### src/rtl/north_pole_pkg.sv
// Shared definitions for the machine record parser: FSM encoding, header layout, checksum width.
// MRP_CHECKSUM_EN adds the CKSUM state used by the optional per-record checksum byte.
package north_pole_pkg;

    typedef enum logic [3:0] {
        ST_IDLE   = 4'd0,
        ST_HDR    = 4'd1,
        ST_TGT_LO = 4'd2,
        ST_TGT_HI = 4'd3,
        ST_BTN_LO = 4'd4,
        ST_BTN_HI = 4'd5,
        ST_EMIT   = 4'd6,
        ST_DONE   = 4'd7,
        ST_ERROR  = 4'd8
`ifdef MRP_CHECKSUM_EN
        , ST_CKSUM = 4'd9
`endif
    } state_e;

    localparam int HDR_BTN_MSB   = 7;
    localparam int HDR_BTN_LSB   = 4;
    localparam int HDR_LIGHT_MSB = 3;
    localparam int HDR_LIGHT_LSB = 0;
    localparam int CKSUM_W       = 8;

    function automatic logic [CKSUM_W-1:0] cksum_fold(input logic [CKSUM_W-1:0] acc,
                                                      input logic [CKSUM_W-1:0] data);
        return acc ^ data;
    endfunction

endpackage

### src/rtl/machine_record_parser.sv
// Parses machine records from an SPI byte stream into one output beat per button.
// Optional checksum byte per record when MRP_CHECKSUM_EN is defined.
module machine_record_parser
    import north_pole_pkg::*;
#(
    parameter int MAX_LIGHT_COUNT  = 10,
    parameter int MAX_BUTTON_COUNT = 13,
    parameter int MACHINE_COUNT    = 200
) (
    input  logic                       clk,
    input  logic                       reset,
    input  logic                       parse_start,
    input  logic [7:0]                 rx_byte,
    input  logic                       rx_valid,
    output logic                       rx_ready,
    output logic                       mach_in_valid,
    input  logic                       mach_in_ready,
    output logic [MAX_LIGHT_COUNT-1:0] mach_target,
    output logic [MAX_LIGHT_COUNT-1:0] mach_button,
    output logic                       mach_buttons_end,
    output logic [15:0]                mach_index,
    output logic                       parse_done,
    output logic                       fmt_error
);

    localparam logic [4:0]  MAX_LC   = 5'(MAX_LIGHT_COUNT);
    localparam logic [3:0]  MAX_BC   = 4'(MAX_BUTTON_COUNT);
    localparam logic [15:0] LAST_IDX = 16'(MACHINE_COUNT - 1);

    state_e                     r_state;
    logic                       r_rx_ready;
    logic                       r_mach_in_valid;
    logic                       r_buttons_end;
    logic                       r_parse_done;
    logic                       r_fmt_error;
    logic [MAX_LIGHT_COUNT-1:0] r_target;
    logic [MAX_LIGHT_COUNT-1:0] r_button;
    logic [15:0]                r_mach_index;
    logic [3:0]                 r_light_cnt;
    logic [3:0]                 r_btn_cnt;
    logic [3:0]                 r_btn_idx;
    logic [7:0]                 r_lo_byte;

    logic                       w_accept;
    logic [4:0]                 w_hdr_lights;
    logic [3:0]                 w_hdr_btns;
    logic                       w_hdr_bad;
    logic                       w_last_btn;
    logic                       w_last_machine;

    assign w_accept       = rx_valid & r_rx_ready;
    assign w_hdr_lights   = {1'b0, rx_byte[HDR_LIGHT_MSB:HDR_LIGHT_LSB]};
    assign w_hdr_btns     = rx_byte[HDR_BTN_MSB:HDR_BTN_LSB];
    assign w_hdr_bad      = (w_hdr_lights == 5'd0) || (w_hdr_lights > MAX_LC) ||
                            (w_hdr_btns == 4'd0) || (w_hdr_btns > MAX_BC);
    assign w_last_btn     = (r_btn_idx == (r_btn_cnt - 4'd1));
    assign w_last_machine = (r_mach_index == LAST_IDX);

    // Lights beyond the header's count do not exist on this machine, so their bits are dropped.
    function automatic logic [MAX_LIGHT_COUNT-1:0] clip_mask(input logic [15:0] raw,
                                                             input logic [3:0]  cnt);
        logic [MAX_LIGHT_COUNT-1:0] m;
        m = '0;
        for (int i = 0; i < MAX_LIGHT_COUNT; i++) begin
            m[i] = raw[i] & (5'(i) < {1'b0, cnt});
        end
        return m;
    endfunction

`ifdef MRP_CHECKSUM_EN
    logic [CKSUM_W-1:0] r_cksum;

    // Running XOR of every record byte, seeded by the header
    always_ff @(posedge clk or negedge reset) begin
        if (!reset) begin
            r_cksum <= '0;
        end else if (w_accept) begin
            case (r_state)
                ST_HDR:                                     r_cksum <= rx_byte;
                ST_TGT_LO, ST_TGT_HI, ST_BTN_LO, ST_BTN_HI: r_cksum <= cksum_fold(r_cksum, rx_byte);
                default:                                    r_cksum <= r_cksum;
            endcase
        end
    end
`endif

    // Record-parsing FSM with registered handshake and data outputs
    always_ff @(posedge clk or negedge reset) begin
        if (!reset) begin
            r_state         <= ST_IDLE;
            r_rx_ready      <= 1'b0;
            r_mach_in_valid <= 1'b0;
            r_buttons_end   <= 1'b0;
            r_parse_done    <= 1'b0;
            r_fmt_error     <= 1'b0;
            r_target        <= '0;
            r_button        <= '0;
            r_mach_index    <= 16'd0;
            r_light_cnt     <= 4'd0;
            r_btn_cnt       <= 4'd0;
            r_btn_idx       <= 4'd0;
            r_lo_byte       <= 8'd0;
        end else if (parse_start) begin
            r_state         <= ST_HDR;
            r_rx_ready      <= 1'b1;
            r_mach_in_valid <= 1'b0;
            r_buttons_end   <= 1'b0;
            r_parse_done    <= 1'b0;
            r_fmt_error     <= 1'b0;
            r_mach_index    <= 16'd0;
            r_btn_idx       <= 4'd0;
        end else begin
            case (r_state)
                ST_IDLE: begin
                    r_rx_ready <= 1'b0;
                end
                ST_HDR: begin
                    if (w_accept) begin
                        if (w_hdr_bad) begin
                            r_state     <= ST_ERROR;
                            r_fmt_error <= 1'b1;
                        end else begin
                            r_light_cnt <= w_hdr_lights[3:0];
                            r_btn_cnt   <= w_hdr_btns;
                            r_btn_idx   <= 4'd0;
                            r_state     <= ST_TGT_LO;
                        end
                    end
                end
                ST_TGT_LO: begin
                    if (w_accept) begin
                        r_lo_byte <= rx_byte;
                        r_state   <= ST_TGT_HI;
                    end
                end
                ST_TGT_HI: begin
                    if (w_accept) begin
                        r_target <= clip_mask({rx_byte, r_lo_byte}, r_light_cnt);
                        r_state  <= ST_BTN_LO;
                    end
                end
                ST_BTN_LO: begin
                    if (w_accept) begin
                        r_lo_byte <= rx_byte;
                        r_state   <= ST_BTN_HI;
                    end
                end
                ST_BTN_HI: begin
                    if (w_accept) begin
                        r_button        <= clip_mask({rx_byte, r_lo_byte}, r_light_cnt);
                        r_buttons_end   <= w_last_btn;
                        r_mach_in_valid <= 1'b1;
                        r_rx_ready      <= 1'b0;
                        r_state         <= ST_EMIT;
                    end
                end
                ST_EMIT: begin
                    if (mach_in_ready) begin
                        r_mach_in_valid <= 1'b0;
                        r_buttons_end   <= 1'b0;
                        if (!r_buttons_end) begin
                            r_btn_idx  <= r_btn_idx + 4'd1;
                            r_rx_ready <= 1'b1;
                            r_state    <= ST_BTN_LO;
`ifdef MRP_CHECKSUM_EN
                        end else begin
                            r_rx_ready <= 1'b1;
                            r_state    <= ST_CKSUM;
                        end
`else
                        end else if (w_last_machine) begin
                            r_parse_done <= 1'b1;
                            r_state      <= ST_DONE;
                        end else begin
                            r_mach_index <= r_mach_index + 16'd1;
                            r_rx_ready   <= 1'b1;
                            r_state      <= ST_HDR;
                        end
`endif
                    end
                end
`ifdef MRP_CHECKSUM_EN
                ST_CKSUM: begin
                    if (w_accept) begin
                        if (rx_byte != r_cksum) begin
                            r_fmt_error <= 1'b1;
                            r_state     <= ST_ERROR;
                        end else if (w_last_machine) begin
                            r_parse_done <= 1'b1;
                            r_rx_ready   <= 1'b0;
                            r_state      <= ST_DONE;
                        end else begin
                            r_mach_index <= r_mach_index + 16'd1;
                            r_state      <= ST_HDR;
                        end
                    end
                end
`endif
                ST_DONE: begin
                    r_rx_ready   <= 1'b0;
                    r_parse_done <= 1'b1;
                end
                ST_ERROR: begin
                    r_rx_ready      <= 1'b1;
                    r_mach_in_valid <= 1'b0;
                end
                default: begin
                    r_state    <= ST_IDLE;
                    r_rx_ready <= 1'b0;
                end
            endcase
        end
    end

    assign rx_ready         = r_rx_ready;
    assign mach_in_valid    = r_mach_in_valid;
    assign mach_target      = r_target;
    assign mach_button      = r_button;
    assign mach_buttons_end = r_buttons_end;
    assign mach_index       = r_mach_index;
    assign parse_done       = r_parse_done;
    assign fmt_error        = r_fmt_error;

endmodule

### config.mk
export PLATFORM = sky130hd
export DESIGN_NAME = machine_record_parser
export DESIGN_NICKNAME = d
export VERILOG_FILES = /design/src/rtl/north_pole_pkg.sv /design/src/rtl/machine_record_parser.sv
export SDC_FILE = /design/constraint.sdc
export NUM_CORES = 1
export LEC_CHECK = 0
export BUFFER_PORTS_ARGS = -buffer_cell sky130_fd_sc_hd__buf_2
export CORE_MARGIN = 10
export CORE_UTILIZATION = 55
export CTS_CLUSTER_SIZE = 10
export DETAILED_ROUTE_END_ITERATION = 10
export GPL_ROUTABILITY_DRIVEN = 0
export MAX_ROUTING_LAYER = met4
export PLACE_DENSITY = 0.77
export SYNTH_ARGS = -nofsm -noshare
export SYNTH_HDL_FRONTEND = slang
export SYNTH_SLANG_ARGS = --single-unit
### constraint.sdc
create_clock -name clk -period 3.2 [get_ports clk]
set_clock_uncertainty 0.1 [all_clocks]
set_input_delay 0 -clock clk [delete_from_list [all_inputs] [get_ports clk]]
set_output_delay 0 -clock clk [all_outputs]
set_load 0.03 [all_outputs]
Word-level counts from Yosys, hierarchy flattened
Cells that the tools add are included.
{"block": "op_classes", "n_addsub": 3, "mul": 0, "n_div": 0, "n_lt_le_gt_ge": 12, "eq_ne": 24, "shifts": 0, "mux": 44, "bitwise": 13, "n_reduce_logical": 31}
{"operator": "16-bit two-way mux", "count": 5}
{"operator": "4-bit two-way mux", "count": 13}
{"operator": "3-bit inequality test (second input constant)", "count": 10}
{"operator": "4-bit case mux with 7 select lines", "count": 1}
{"operator": "1-bit two-way mux", "count": 18}
{"operator": "3-bit AND reduction", "count": 6}
{"operator": "16-bit by 1-bit adder with 16-bit output (second input constant)", "count": 1}
{"operator": "16-bit by 8-bit equality test with 1-bit output (second input constant)", "count": 1}
{"operator": "4-bit by 3-bit equality test with 1-bit output (second input constant)", "count": 4}
{"operator": "3-bit by 4-bit < comparator with 1-bit output (first input constant)", "count": 4}
{"operator": "4-bit AND reduction", "count": 4}
{"operator": "2-bit nonzero test", "count": 6}
{"operator": "1-bit AND", "count": 11}
{"operator": "3-bit nonzero test", "count": 3}
{"operator": "4-bit by 2-bit equality test with 1-bit output (second input constant)", "count": 2}
{"operator": "4-bit greater-than comparator (second input constant)", "count": 2}
{"operator": "4-bit zero test", "count": 2}
{"operator": "1-bit by 4-bit < comparator with 1-bit output (first input constant)", "count": 2}
{"operator": "2-bit by 4-bit < comparator with 1-bit output (first input constant)", "count": 2}
{"operator": "4-bit < comparator (first input constant)", "count": 2}
{"operator": "4-bit case mux with 2 select lines", "count": 1}
{"operator": "7-bit AND reduction", "count": 1}
{"operator": "3-bit two-way mux", "count": 2}
{"operator": "5-bit zero test", "count": 1}
{"operator": "other kinds (18)", "count": 23}
{"block": "totals", "ff_bits": 65, "latchBits": 0, "mem_bits_rw": 0, "romBits": 0, "in_bits": 13, "output_inout_bits": 41, "elab_cells": 140, "n_memories": 0}

Depth between registers and ports, before layout
Gate-level depths: netlist of the first run.
{"block": "depth", "word_depth": 8, "mapped_depth": 7, "mapped_depth_nobuf": 6}

Least setup slack after synthesis of the first run
Ideal clock, no wire load.
{"block": "synth_path", "path_kind": "register -> register", "startpoint": "register r_mach_index[0], in the netlist mach_index[0]", "endpoint": "register r_rx_ready, in the netlist rx_ready", "t_arrival_ns": 1.899, "required_ns": 2.975, "slack_ns": 1.077, "stages_incl_launch_ff": 7, "n_path_buf": 0, "synth_period_minus_slack_ns": 2.123, "cell_sequence": "dfrtp_1 -> ha_1 -> nor4b_1 -> and4_1 -> nand2_1 -> o31ai_1 -> mux2_2"}
{"block": "synth_via", "elab_chain_cells": 3}
{"item": "from (decl)", "line": "machine_record_parser.sv:38", "text": "logic [15:0] r_mach_index;"}
{"item": "from (signal assigned)", "line": "machine_record_parser.sv:175", "text": "r_mach_index <= r_mach_index + 16'd1;"}
{"item": "16-bit by 8-bit equality test with 1-bit output", "line": "machine_record_parser.sv:57", "text": "assign w_last_machine = (r_mach_index == LAST_IDX);"}
{"item": "4-bit inequality test (no line)"}
{"item": "4-bit AND reduction (no line)"}
{"item": "to (signal assigned)", "line": "machine_record_parser.sv:91", "text": "r_rx_ready <= 1'b0;"}
{"item": "to (signal assigned)", "line": "machine_record_parser.sv:105", "text": "r_rx_ready <= 1'b1;"}
{"item": "to (signal assigned)", "line": "machine_record_parser.sv:115", "text": "r_rx_ready <= 1'b0;"}
{"item": "to (decl)", "line": "machine_record_parser.sv:31", "text": "logic r_rx_ready;"}
No other way between the ends.
A chain may end at the register's enable or synchronous reset.

Final worst setup path of the first run
{"block": "layout_path", "startpoint": "register r_state[2]", "endpoint": "register r_btn_idx[2]"}
{"block": "layout_via", "elab_chain_cells": 3, "elab_cells_between_ends": 10, "classes_between": "6 x eq/ne; 2 x mux; 2 x reduce/logical"}
{"item": "from (decl)", "line": "machine_record_parser.sv:30", "text": "state_e r_state;"}
{"item": "from (signal assigned)", "line": "machine_record_parser.sv:90", "text": "r_state <= ST_IDLE;"}
{"item": "from (signal assigned)", "line": "machine_record_parser.sv:104", "text": "r_state <= ST_HDR;"}
{"item": "from (signal assigned)", "line": "machine_record_parser.sv:120", "text": "r_state <= ST_ERROR;"}
{"item": "4-bit by 1-bit equality test with 1-bit output / 4-bit by 3-bit equality test with 1-bit output (equally long branches)", "line": "machine_record_parser.sv:113", "text": "case (r_state)"}
{"item": "3-bit inequality test (no line) (tied with other cells)"}
{"item": "5-bit AND reduction (no line) / 4-bit two-way mux (equally long branches)"}
{"item": "to (signal assigned)", "line": "machine_record_parser.sv:162", "text": "r_btn_idx <= r_btn_idx + 4'd1;"}
{"item": "to (decl)", "line": "machine_record_parser.sv:41", "text": "logic [3:0] r_btn_idx;"}
Parallel ways exist; a longest one is shown, timed or not.

==> results of run 1 <==
==> registers in the layout, summed over array words and instances, names as in the netlist <==
register	flops
rx_ready	1
mach_buttons_end	1
mach_index	16
r_state	4
mach_in_valid	1
mach_button	10
r_light_cnt	4
mach_target	10
fmt_error	1
r_btn_cnt	4
r_btn_idx	4
r_lo_byte	8
parse_done	1
==> cell usage in the layout (no fill, tap or decap), types with 5 or more instances in the layout <==
| cell type | synthesis | routed |
|---|---|---|
| dfrtp_1 | 65 | 65 |
| buf_2 | 7 | 53 |
| nand2_1 | 36 | 36 |
| nor2_1 | 32 | 32 |
| o21ai_0 | 28 | 28 |
| mux2_2 | 19 | 19 |
| nand3_1 | 14 | 14 |
| xnor2_1 | 13 | 13 |
| a21oi_1 | 10 | 10 |
| clkbuf_8 | 0 | 10 |
| dlygate4sd3_1 | 0 | 10 |
| nor3_1 | 9 | 9 |
| xor2_1 | 8 | 8 |
| nor4_1 | 7 | 7 |
| inv_1 | 5 | 5 |
| a31oi_1 | 5 | 5 |
==> report_power, final <==
group / internal, mW / switching, mW
Sequential: 0.948 / 0.181
Clock: 0.462 / 0.336
Combinational: 0.308 / 0.365
==> cell type report <==
type	count	area (sq um)	area share
Multi-Input combinational cell	249	1640	0.409
Sequential cell	65	1630	0.407
Timing Repair Buffer	66	388	0.0971
Clock buffer	10	138	0.0345
Tap cell	75	93.8	0.0235
Clock inverter	6	90.1	0.0226
Inverter	6	22.5	0.00564
==> worst max-delay path: stages (launching register included) <==
cell and delay [ps]:
dfrtp_1 680, nand2_1 190, o41ai_1 620, o211ai_1 200, a21oi_1 150, nor3_1 60
==> worst paths after layout <==
check / slack [ps] / end / cells after the start
worst max-delay path: 1060 / r_btn_idx[2] / 5
worst min-delay path: 30 / mach_in_valid / 5
worst max register to register: 1060 / r_btn_idx[2] / 5
worst min register to register: 380 / mach_target[8] / 2
max in group asynchronous: 2140 / mach_index[11] / 3
min in group asynchronous: 120 / r_lo_byte[2] / 2
==> per-stage QoR <==
step | area [sq um] | total power [mW] | utilization
after global placement | 3670 | 1.78 | 0.619
final | 3990 | 2.60 | 0.675
after floorplan | 3360 | 1.64 | -
after detailed placement | 3670 | 1.80 | 0.619
after CTS | 3990 | 2.61 | 0.675
after global routing | 3990 | 2.76 | 0.675
==> synth_stat cells (7+ instances only) <==
master	count	area, sq um
a21oi_1	10	50.1
buf_2	7	35.0
clkbuf_1	10	37.5
dfrtp_1	65	1630
mux2_2	19	214
nand2_1	36	135
nand3_1	14	70.1
nor2_1	32	120
nor3_1	9	45.0
nor4_1	7	43.8
o21ai_0	28	140
xnor2_1	13	114
xor2_1	8	70.1
==> logic make-up after synthesis <==
group / synth area share
mux: 0.0667
xor+xnor: 0.0548
simple gates: 0.231
flops: 0.485
buf+inv: 0.0283
compound gates: 0.123
fa+ha+maj: 0.0112
==> routing by layer <==
| metal | up-vias | part of all wire | GRT usage |
|---|---|---|---|
| met1 | 1341 | 0.44 | 0.211 |
| li1 | 1332 | - | - |
| met5 | - | 0 | - |
| met2 | 83 | 0.48 | 0.268 |
| met4 | 0 | 0.021 | 0.0738 |
| met3 | 17 | 0.058 | 0.0479 |
==> metrics.md, run 1 <==
| Metric | Value |
|---|---|
| Die X | 98.1 um |
| First-pass GRT wire length | 13700 um |
| Slew HR | 0.556 |
| IO Count | 54 |
| Mean post-synth cell area | 9.96 sq um |
| WS Path Type | flip-flop to flip-flop |
| Post-Route WL | 8100 um |
| Seq/Total Area, Yosys | 0.485 |
| Layout Nets | 413 |
| Async SR Flop Fraction | 1.00 |
| Layout cells sized above 1 | 0.264 |
| Post-synth EDFFs | 0 |
| Initial core utilization | 0.567 |
| CTS tree | built |
| Avg WL per Cell | 17.0 um |
| CP endpoint kind | flip-flop |
| Postcts setup bufs | 0 |
| RSZ-0062 raised after global routing | false |
| # DRC | 0 |
| Vias in the first global route | 2825 |
| I/O Buffers | 53 |
| Yosys reg bits | 65 |
| WP data required | 3300 ps |
| Non-filler cells, final | 477 |
| CP startpoint kind | flip-flop |
| Placed Cells | 451 |
| Detail Placement HPWL | 5830 um |
| Drt pass-1 iters | 4 |
| Hold buffer count at CTS | 10 |
| Antenna-violating nets left | 0 |
| Pwr/cell area | 651 nW/um^2 |
| Initial DRC Count | 129 |
| FILL cells | 479 |
| Post-cts resize count | 0 |
| CTS sink cnt | 65 |
| Yosys warnings | 0 |
| Synthesized net count | 353 |
| Min Hold Slack | 33.0 ps |
| Maximum clock path buffer count | 2 |
| HP Start | rx_valid |
| Pleak | 1.85 nW |
| Total of max-cap violations | 0 |
| Type of the tightest min-delay check | primary input to flip-flop |
| CTS H-tree depth | 3 |
| Period Utilization, post-route | 0.670 |
| GRT Residual Overflow | 0 |
| Max Slew Vio Count | 0 |
| Status | completed |
| Largest net degree at the start of global routing | 30 |
| Core area | 5920 sq um |
| Layout area overhead | 19.0% |
| # diodes | 0 |
| Hold Vio Cnt, Final | 0 |
| Ys flop type | dfrtp_1 |
| Vias | 2773 |
| CTS buffer count | 9 |
| Worst slew pin tran | 667 ps |
| Initial antenna violation count | 0 |
| Die area | 9630 sq um |
| Post-synthesis cell count | 337 |
| Final WS setup | 1060 ps |
| Total Routing Usage GR | 0.175 |
| Crit path launch | r_state[2] |
| Die height | 98.1 um |
| Setup slack at placement | 1090 ps |
| Max FO, Critical Path | 16 |
| Distinct cells, synth | 52 |
| Fin crit period | 2140 ps |
| Reg2Reg Launch Point | r_state[2] |
| Final setup fails | 0 |
| Mapped cell area | 3360 sq um |
| Vias per cell | 5.81 |
| Worst-Skew Late Latency | 350 ps |
| CTS root buf | clkbuf_8 |
| VDD IR max | 0.418 mV |
| # rows | 28 |
| Max frequency | 466 MHz |
| Register clock-pin slew on the reported worst setup and hold paths | 70 ps |
| Worst path arrival time | 2250 ps |
| Setup TNS | 0 ps |
Power figures use the tool's default switching activity.
==> run 2, diff against run 1 <==
--- a/config.mk
+++ b/config.mk
@@ -5,14 +5,15 @@
 export SDC_FILE = /design/constraint.sdc
 export NUM_CORES = 1
 export LEC_CHECK = 0
+export ABC_AREA = 1
 export BUFFER_PORTS_ARGS = -buffer_cell sky130_fd_sc_hd__buf_2
 export CORE_MARGIN = 10
-export CORE_UTILIZATION = 55
+export CORE_UTILIZATION = 52
 export CTS_CLUSTER_SIZE = 10
 export DETAILED_ROUTE_END_ITERATION = 10
 export GPL_ROUTABILITY_DRIVEN = 0
 export MAX_ROUTING_LAYER = met4
-export PLACE_DENSITY = 0.77
+export PLACE_DENSITY = 0.76
 export SYNTH_ARGS = -nofsm -noshare
 export SYNTH_HDL_FRONTEND = slang
 export SYNTH_SLANG_ARGS = --single-unit
==> constraint.sdc (replaced) <==
create_clock -name clk -period 1.8 [get_ports clk]
set_clock_uncertainty 0.1 [all_clocks]
set_input_delay 0 -clock clk [delete_from_list [all_inputs] [get_ports clk]]
set_output_delay 0 -clock clk [all_outputs]
set_load 0.03 [all_outputs]
==> run 2 against run 1 <==
Clock-buffer cell count rose by 1. Core utilization down 1.3 points. Register-to-register slack got worse by 950 ps. Die area is 12% higher. Total power rose by 62%. Highest routed layer unchanged.
==> metrics.md, run 2 <==
| Metric | Value |
|---|---|
| Slew HR | 0.575 (was 0.556) |
| I/O Buffers | 53 (unchanged) |
| Setup slack at placement | 70.3 ps (was 1090 ps) |
| Status | completed (unchanged) |
| CP top delay family | simple AND/OR/NAND/NOR gates (was compound AO/OA/AOI/OAI gates) |
| IO Count | 54 (unchanged) |
| Commonest non-fill, non-tap cell in the layout | nand2_1 (was dfrtp_1) |
| Distinct cells, synth | 27 (was 52) |
| Reg2reg end | r_btn_cnt[0] (was r_btn_idx[2]) |
| Crit-path cells | nor2_2 > nand3_2 > inv_2 > nand3_2 > nand2_1 > o21ai_0 (was nand2_1 > o41ai_1 > o211ai_1 > a21oi_1 > nor3_1) |
| Mean post-synth cell area | 7.23 sq um (was 9.96 sq um) |
| Fin crit period | 1690 ps (was 2140 ps) |
| Max frequency | 590 MHz (was 466 MHz) |
| Yosys reg bits | 65 (unchanged) |
| Reg2Reg Launch Point | r_state[2] (unchanged) |
| Pwr/cell area | 934 nW/um^2 (was 651 nW/um^2) |
| Vias | 3557 (was 2773) |
| R2r setup slk | 110 ps (was 1060 ps) |
| Initial DRC Count | 224 (was 129) |
| WHS Endpoint | fmt_error (was mach_in_valid) |
| CP startpoint kind | flip-flop (unchanged) |
| Post-synth EDFFs | 0 (unchanged) |
| Post-synthesis cell count | 506 (was 337) |
| CTS sink cnt | 65 (unchanged) |
| Most frequent cell after synthesis | nand2_1 (was dfrtp_1) |
| Setup TNS | 0 ps (unchanged) |
| VDD IR max | 0.794 mV (was 0.418 mV) |
| Antenna-violating nets left | 0 (unchanged) |
| Worst-Skew Late Latency | 340 ps (was 350 ps) |
| Maximum clock path buffer count | 2 (unchanged) |
| Hold Vio Cnt, Final | 0 (unchanged) |
| Async SR Flop Fraction | 1.00 (unchanged) |
| First-pass GRT wire length | 16000 um (was 13700 um) |
| Layout area overhead | 23.5% (was 19.0%) |
| Largest net degree at the start of global routing | 27 (was 30) |
| Worst slew pin tran | 637 ps (was 667 ps) |
| Core area | 6830 sq um (was 5920 sq um) |
| GRT Residual Overflow | 0 (unchanged) |
| Number of flip-flops in the largest register | 16 (unchanged) |
| Total Routing Usage GR | 0.180 (was 0.175) |
| Final WS setup | 105 ps (was 1060 ps) |
| R2R cell count | 6 (was 5) |
| CP max stage cell | dfrtp_1 (unchanged) |
| Worst hold path depth | 5 (unchanged) |
| Mapped cell area | 3660 sq um (was 3360 sq um) |
| # DRC | 0 (unchanged) |
| Worst path arrival time | 1810 ps (was 2250 ps) |
| Synth area leaders | dfrtp_1 44%, nand2_1 21%, o21ai_0 4.4% (was dfrtp_1 48%, mux2_2 6.4%, o21ai_0 4.2%) |
| Final Core Density | 0.662 (was 0.675) |
| Seq/Total Area, Yosys | 0.445 (was 0.485) |
| Met2 Wirelength | 4540 um (was 3900 um) |
| WL met3 | 563 um (was 472 um) |
| Register clock-pin slew on the reported worst setup and hold paths | 80 ps (was 70 ps) |
| Period Utilization, post-route | 0.942 (was 0.670) |
| Final setup fails | 0 (unchanged) |
| Crit path top cell by count | nand3_2 |
| Layout cells sized above 1 | 0.208 (was 0.264) |
| Top routing layer in use | met4 (unchanged) |
| Max FO, Critical Path | 16 (unchanged) |
| CTS buffer count | 9 (unchanged) |
| HP Start | rx_valid (unchanged) |
| Die X | 104 um (was 98.1 um) |
| Detail Placement HPWL | 7060 um (was 5830 um) |
| WP data required | 1910 ps (was 3300 ps) |
| Die height | 104 um (was 98.1 um) |
| Synthesized net count | 522 (was 353) |
| Total of max-cap violations | 0 (unchanged) |
| CTS root buf | clkbuf_8 (unchanged) |
| Pleak | 2.43 nW (was 1.85 nW) |
| Initial core utilization | 0.536 (was 0.567) |
| Drt pass-1 iters | 5 (was 4) |
| Vias per cell | 5.11 (was 5.81) |
| CTS H-tree depth | 3 (unchanged) |
| Vias in the first global route | 3419 (was 2825) |
| Type of the tightest min-delay check | primary input to flip-flop (unchanged) |
| Post-Route WL | 9480 um (was 8100 um) |
| # diodes | 0 (unchanged) |
| Synth area leader | dfrtp_1 (unchanged) |
| CTS tree | built (unchanged) |
| Yosys warnings | 0 (unchanged) |
| Initial antenna violation count | 0 (unchanged) |
| CP endpoint kind | flip-flop (unchanged) |
| Max Slew Vio Count | 0 (unchanged) |
| Worst path max stage delay | 440 ps (was 680 ps) |
| Avg WL per Cell | 13.6 um (was 17.0 um) |
| Die area | 10800 sq um (was 9630 sq um) |
| Met1 WL | 4230 um (was 3550 um) |
| Post-synth top cells | 204 x nand2_1, 65 x dfrtp_1, 42 x inv_1, 42 x nor2_1, 32 x o21ai_0 (was 65 x dfrtp_1, 36 x nand2_1, 32 x nor2_1) |
| Ys flop type | dfrtp_1 (unchanged) |
| Area share of the largest cell type after synthesis | 0.445 (was 0.485) |
| Min Hold Slack | 61.2 ps (was 33.0 ps) |
| # rows | 30 (was 28) |
| Layout Nets | 611 (was 413) |
| Total power | 4.22 mW (was 2.60 mW) |
| CP bufs+invs | 1 (was 0) |
| Commonest non-fill, non-tap cells in the layout | 203 x nand2_1, 61 x dfrtp_1, 53 x buf_2, 42 x inv_1, 42 x nor2_1 (was 65 x dfrtp_1, 53 x buf_2, 36 x nand2_1, 32 x nor2_1, 28 x o21ai_0) |
| WS Path Type | flip-flop to flip-flop (unchanged) |
-- run 2: cell count changes in the layout (fill, tap and decap cells not counted), sizes merged, moves of 16 or more --
cell   previous run  this run
buf              56        78
nand3            15        31
inv               6        53
nor2             32        54
mux2             19         0
nand2            37       205
-- run 2: logic make-up (layout without fill, tap and decap cells) --
| group | after synthesis | count (layout) | share of synthesized area |
|---|---|---|---|
| AO/OA/AOI/OAI | 52 | 52 | 0.0769 |
| XOR/XNOR | 11 | 11 | 0.0263 |
| flip-flops | 65 | 65 | 0.445 |
| adder cells (fa/ha/maj) | 3 | 3 | 0.0103 |
| buffers and inverters | 63 | 157 | 0.0728 |
| AND/OR/NAND/NOR | 312 | 312 | 0.369 |
-- run 2: how the worst max path moves through the flow --
stage / cells after the start / to / startpoint / slack [ps]
after floorplan: 10 / mach_index[12] / mach_index[0] / 5
after global placement: 9 / mach_index[9] / mach_index[1] / 100
after detailed placement: 9 / mach_index[7] / mach_index[1] / 70
after CTS: 9 / mach_index[14] / mach_index[1] / 30
after global routing: 10 / mach_index[9] / mach_index[8] / -20
final: 6 / r_btn_cnt[0] / r_state[2] / 110
-- run 2: layer usage --
| metal | vias to the layer above | global-route usage |
|---|---|---|
| li1 | 1794 | - |
| met1 | 1644 | 0.222 |
| met2 | 104 | 0.288 |
| met3 | 15 | 0.0353 |
| met4 | 0 | 0.0656 |
| met5 | - | - |
-- run 2: tightest hold or removal path, stage by stage --
cell and delay [ps]:
buf_2 110, nand2_1 70, nor2_1 70, inv_2 120, o31ai_1 100
-- run 2: what timing repair did --
action / 4_1_cts / 5_1_grt
endpoints found under the hold margin: 42 / 0
buffers inserted: 0 / 4
setup endpoints to repair: 0 / 23
hold buffers: 11 / 0
gates resized for setup: 0 / 7
-- run 2: where the power goes --
| part | leakage, nW | switching [mW] | total, mW | internal (mW) |
|---|---|---|---|---|
| registers | 0.886 | 0.207 | 1.84 | 1.63 |
| logic | 1.45 | 0.697 | 1.06 | 0.362 |
| clock network | 0.102 | 0.602 | 1.32 | 0.722 |
-- run 2: cell type report --
class / count / area, sq um
Fill cell: 617 / 2310
Multi-Input combinational cell: 378 / 1780
Sequential cell: 65 / 1630
Timing Repair Buffer: 89 / 576
Inverter: 52 / 195
Clock buffer: 11 / 151
Tap cell: 96 / 120
Clock inverter: 5 / 62.6
-- run 2: through the flow --
step           instance area (sq um)  cells
2_1_floorplan                   3660    506
3_3_place_gp                    4140    665
3_5_place_dp                    4140    665
4_1_cts                         4470    692
5_1_grt                         4520    696
6_report                        4520    696
==> run 3, diff against run 2 <==
--- a/config.mk
+++ b/config.mk
@@ -5,15 +5,14 @@
 export SDC_FILE = /design/constraint.sdc
 export NUM_CORES = 1
 export LEC_CHECK = 0
-export ABC_AREA = 1
 export BUFFER_PORTS_ARGS = -buffer_cell sky130_fd_sc_hd__buf_2
 export CORE_MARGIN = 10
-export CORE_UTILIZATION = 52
+export CORE_UTILIZATION = 51
 export CTS_CLUSTER_SIZE = 10
 export DETAILED_ROUTE_END_ITERATION = 10
 export GPL_ROUTABILITY_DRIVEN = 0
 export MAX_ROUTING_LAYER = met4
-export PLACE_DENSITY = 0.76
+export PLACE_DENSITY = 0.75
 export SYNTH_ARGS = -nofsm -noshare
 export SYNTH_HDL_FRONTEND = slang
 export SYNTH_SLANG_ARGS = --single-unit
==> run 3 against run 2 <==
The run now ends with negative setup slack left. Cell count fell by 25%. Register-to-register slack got worse by 220 ps. Combinational power grew 52%. Wire length decreased by 4.7%. Fmax decreased by 12%. Final area down 0.33%. Largest power group unchanged. Highest routed layer unchanged. Worst hold slack worse by 56 ps. Sequential power grew 7%. Total power increased by 15%.
==> metrics.md, run 3 (synthesis gave the netlist of run 1 again) <==
| Metric | Value |
|---|---|
| Status | finished with violations (was completed) |
| Violated checks | negative setup slack |
| Vias | 3000 (was 3557) |
| CP startpoint kind | flip-flop (unchanged) |
| CTS root buf | clkbuf_8 (unchanged) |
| Drt pass-1 iters | 7 (was 5) |
| Antenna-violating nets left | 0 (unchanged) |
| Avg WL per Cell | 17.3 um (was 13.6 um) |
| Reg2Reg Launch Point | mach_index[3] (was r_state[2]) |
| WS Path Type | flip-flop to flip-flop (unchanged) |
| Layout Nets | 457 (was 611) |
| Maximum clock path buffer count | 2 (unchanged) |
| # DRC | 0 (unchanged) |
| Die height | 101 um (was 104 um) |
| IO Count | 54 (unchanged) |
| VDD IR max | 0.579 mV (was 0.794 mV) |
| Fin crit period | 1920 ps (was 1690 ps) |
| Final setup fails | 8 (was 0) |
| Placed Cells | 490 (was 665) |
| Commonest non-fill, non-tap cell in the layout | dfrtp_1 (was nand2_1) |
| Initial DRC Count | 157 (was 224) |
| Worst slew pin tran | 430 ps (was 637 ps) |
| CTS H-tree depth | 3 (unchanged) |
| Die area | 10200 sq um (was 10800 sq um) |
| CTS buffer count | 9 (unchanged) |
| Core area | 6390 sq um (was 6830 sq um) |
| Worst-Skew Late Latency | 350 ps (was 340 ps) |
| First-pass GRT wire length | 14600 um (was 16000 um) |
| Pleak | 2.10 nW (was 2.43 nW) |
| Period Utilization, post-route | 1.07 (was 0.942) |
| Largest net degree at the start of global routing | 50 (was 27) |
| R2r setup slk | -120 ps (was 110 ps) |
| Setup TNS | -266 ps (was 0 ps) |
| Register clock-pin slew on the reported worst setup and hold paths | 80 ps (about the same) |
| Die X | 101 um (was 104 um) |
| Total of max-cap violations | 0 (unchanged) |
| Hold Vio Cnt, Final | 0 (unchanged) |
| Max Slew Vio Count | 0 (unchanged) |
| I/O Buffers | 53 (unchanged) |
| Crit path launch | mach_index[3] (was r_state[2]) |
| Critical path endpoint | rx_ready (was r_btn_cnt[0]) |
| Type of the tightest min-delay check | primary input to async pin (was primary input to flip-flop) |
| Detail Placement HPWL | 6250 um (was 7060 um) |
| R2R cell count | 5 (was 6) |
| Commonest non-fill, non-tap cells in the layout | 59 x dfrtp_1, 53 x buf_2, 43 x buf_4, 35 x nand2_1, 31 x nor2_1 (was 203 x nand2_1, 61 x dfrtp_1, 53 x buf_2, 42 x inv_1, 42 x nor2_1) |
| Layout area overhead | 34.2% (was 23.5%) |
| # diodes | 0 (unchanged) |
| CTS tree | built (unchanged) |
| Slew HR | 0.711 (was 0.575) |
| CP endpoint kind | flip-flop (unchanged) |
| Vias in the first global route | 3025 (was 3419) |
| WP data required | 1940 ps (was 1910 ps) |
| Reg2reg end | rx_ready (was r_btn_cnt[0]) |
| # rows | 29 (was 30) |
| RSZ-0062 raised after global routing | true |
| Total Routing Usage GR | 0.180 (about the same) |
| CTS sink cnt | 65 (unchanged) |
| Initial antenna violation count | 0 (unchanged) |
| Pwr/cell area | 1080 nW/um^2 (was 934 nW/um^2) |
| Vias per cell | 5.74 (was 5.11) |
| Max frequency | 521 MHz (was 590 MHz) |
| Worst path arrival time | 2060 ps (was 1810 ps) |
| Max FO, Critical Path | 3 (was 16) |
| Initial core utilization | 0.526 (was 0.536) |
| Number of flip-flops in the largest register | 16 (unchanged) |
| Non-filler cells, final | 523 (was 696) |
| Final WS setup | -118 ps (was 105 ps) |
| Layout cells sized above 1 | 0.401 (was 0.208) |
| Post-Route WL | 9040 um (was 9480 um) |
| GRT Residual Overflow | 0 (unchanged) |
| Total power | 4.84 mW (was 4.22 mW) |
run 3: stage by stage:
step / utilization / setup slack (ps) / hold WS, ps / cell area [sq um]
final: 0.705 / -118 / 5.31 / 4500
after global routing: 0.705 / -177 / 36.1 / 4500
after CTS: 0.683 / 2.88 / 19.4 / 4360
after detailed placement: 0.626 / -86.8 / -142 / 4000
after global placement: 0.626 / -16.7 / -146 / 4000
after floorplan: - / -171 / -396 / 3390
run 3: worst min-delay path by stage:
| stage | start | endpoint | slack, ps | cells past startpoint |
|---|---|---|---|---|
| detailed placement | reset | mach_target[2] | -140 | 1 |
| finish | reset | r_btn_cnt[0] | 5 | 2 |
| global placement | reset | mach_buttons_end | -150 | 1 |
| floorplan | reset | fmt_error | -400 | 0 |
| global route | rx_valid | mach_in_valid | 40 | 5 |
| CTS | reset | r_btn_cnt[0] | 20 | 2 |
run 3: worst max-delay path, stage by stage, from the launching register on:
cell and delay [ps]:
dfrtp_1 410, nor4_1 390, and4_4 330, nand2_4 70, o31ai_4 190, mux2_4 320
run 3: what timing repair did:
action / CTS / global route
endpoints found under the setup margin: 19 / 28
hold buffers: 11 / 0
setup buffers: 3 / 3
pin swaps: 3 / 4
hold endpoints to repair: 89 / 0
resized for setup: 9 / 24
run 3: layout make-up:
type	count	area, sq um
inverter	6	22.5
clock buffer	9	124
timing repair buffer	110	741
clock inverter	7	77.6
fill	454	1880
multi-input combinational	249	1810
tap	77	96.3
sequential	65	1630
run 3: power breakdown:
group,total [mW],internal (mW),switching (mW)
Clock,1.27,0.651,0.623
Sequential,1.96,1.69,0.269
Combinational,1.61,0.793,0.816
run 3: layer usage:
metal | wire [um] | vias to the layer above | share of wire | global-route usage
met4 | 185 | 0 | 0.020 | 0.0632
li1 | - | 1426 | - | -
met5 | 0 | - | 0 | -
met3 | 599 | 16 | 0.066 | 0.0429
met1 | 3690 | 1456 | 0.41 | 0.212
met2 | 4560 | 102 | 0.50 | 0.294
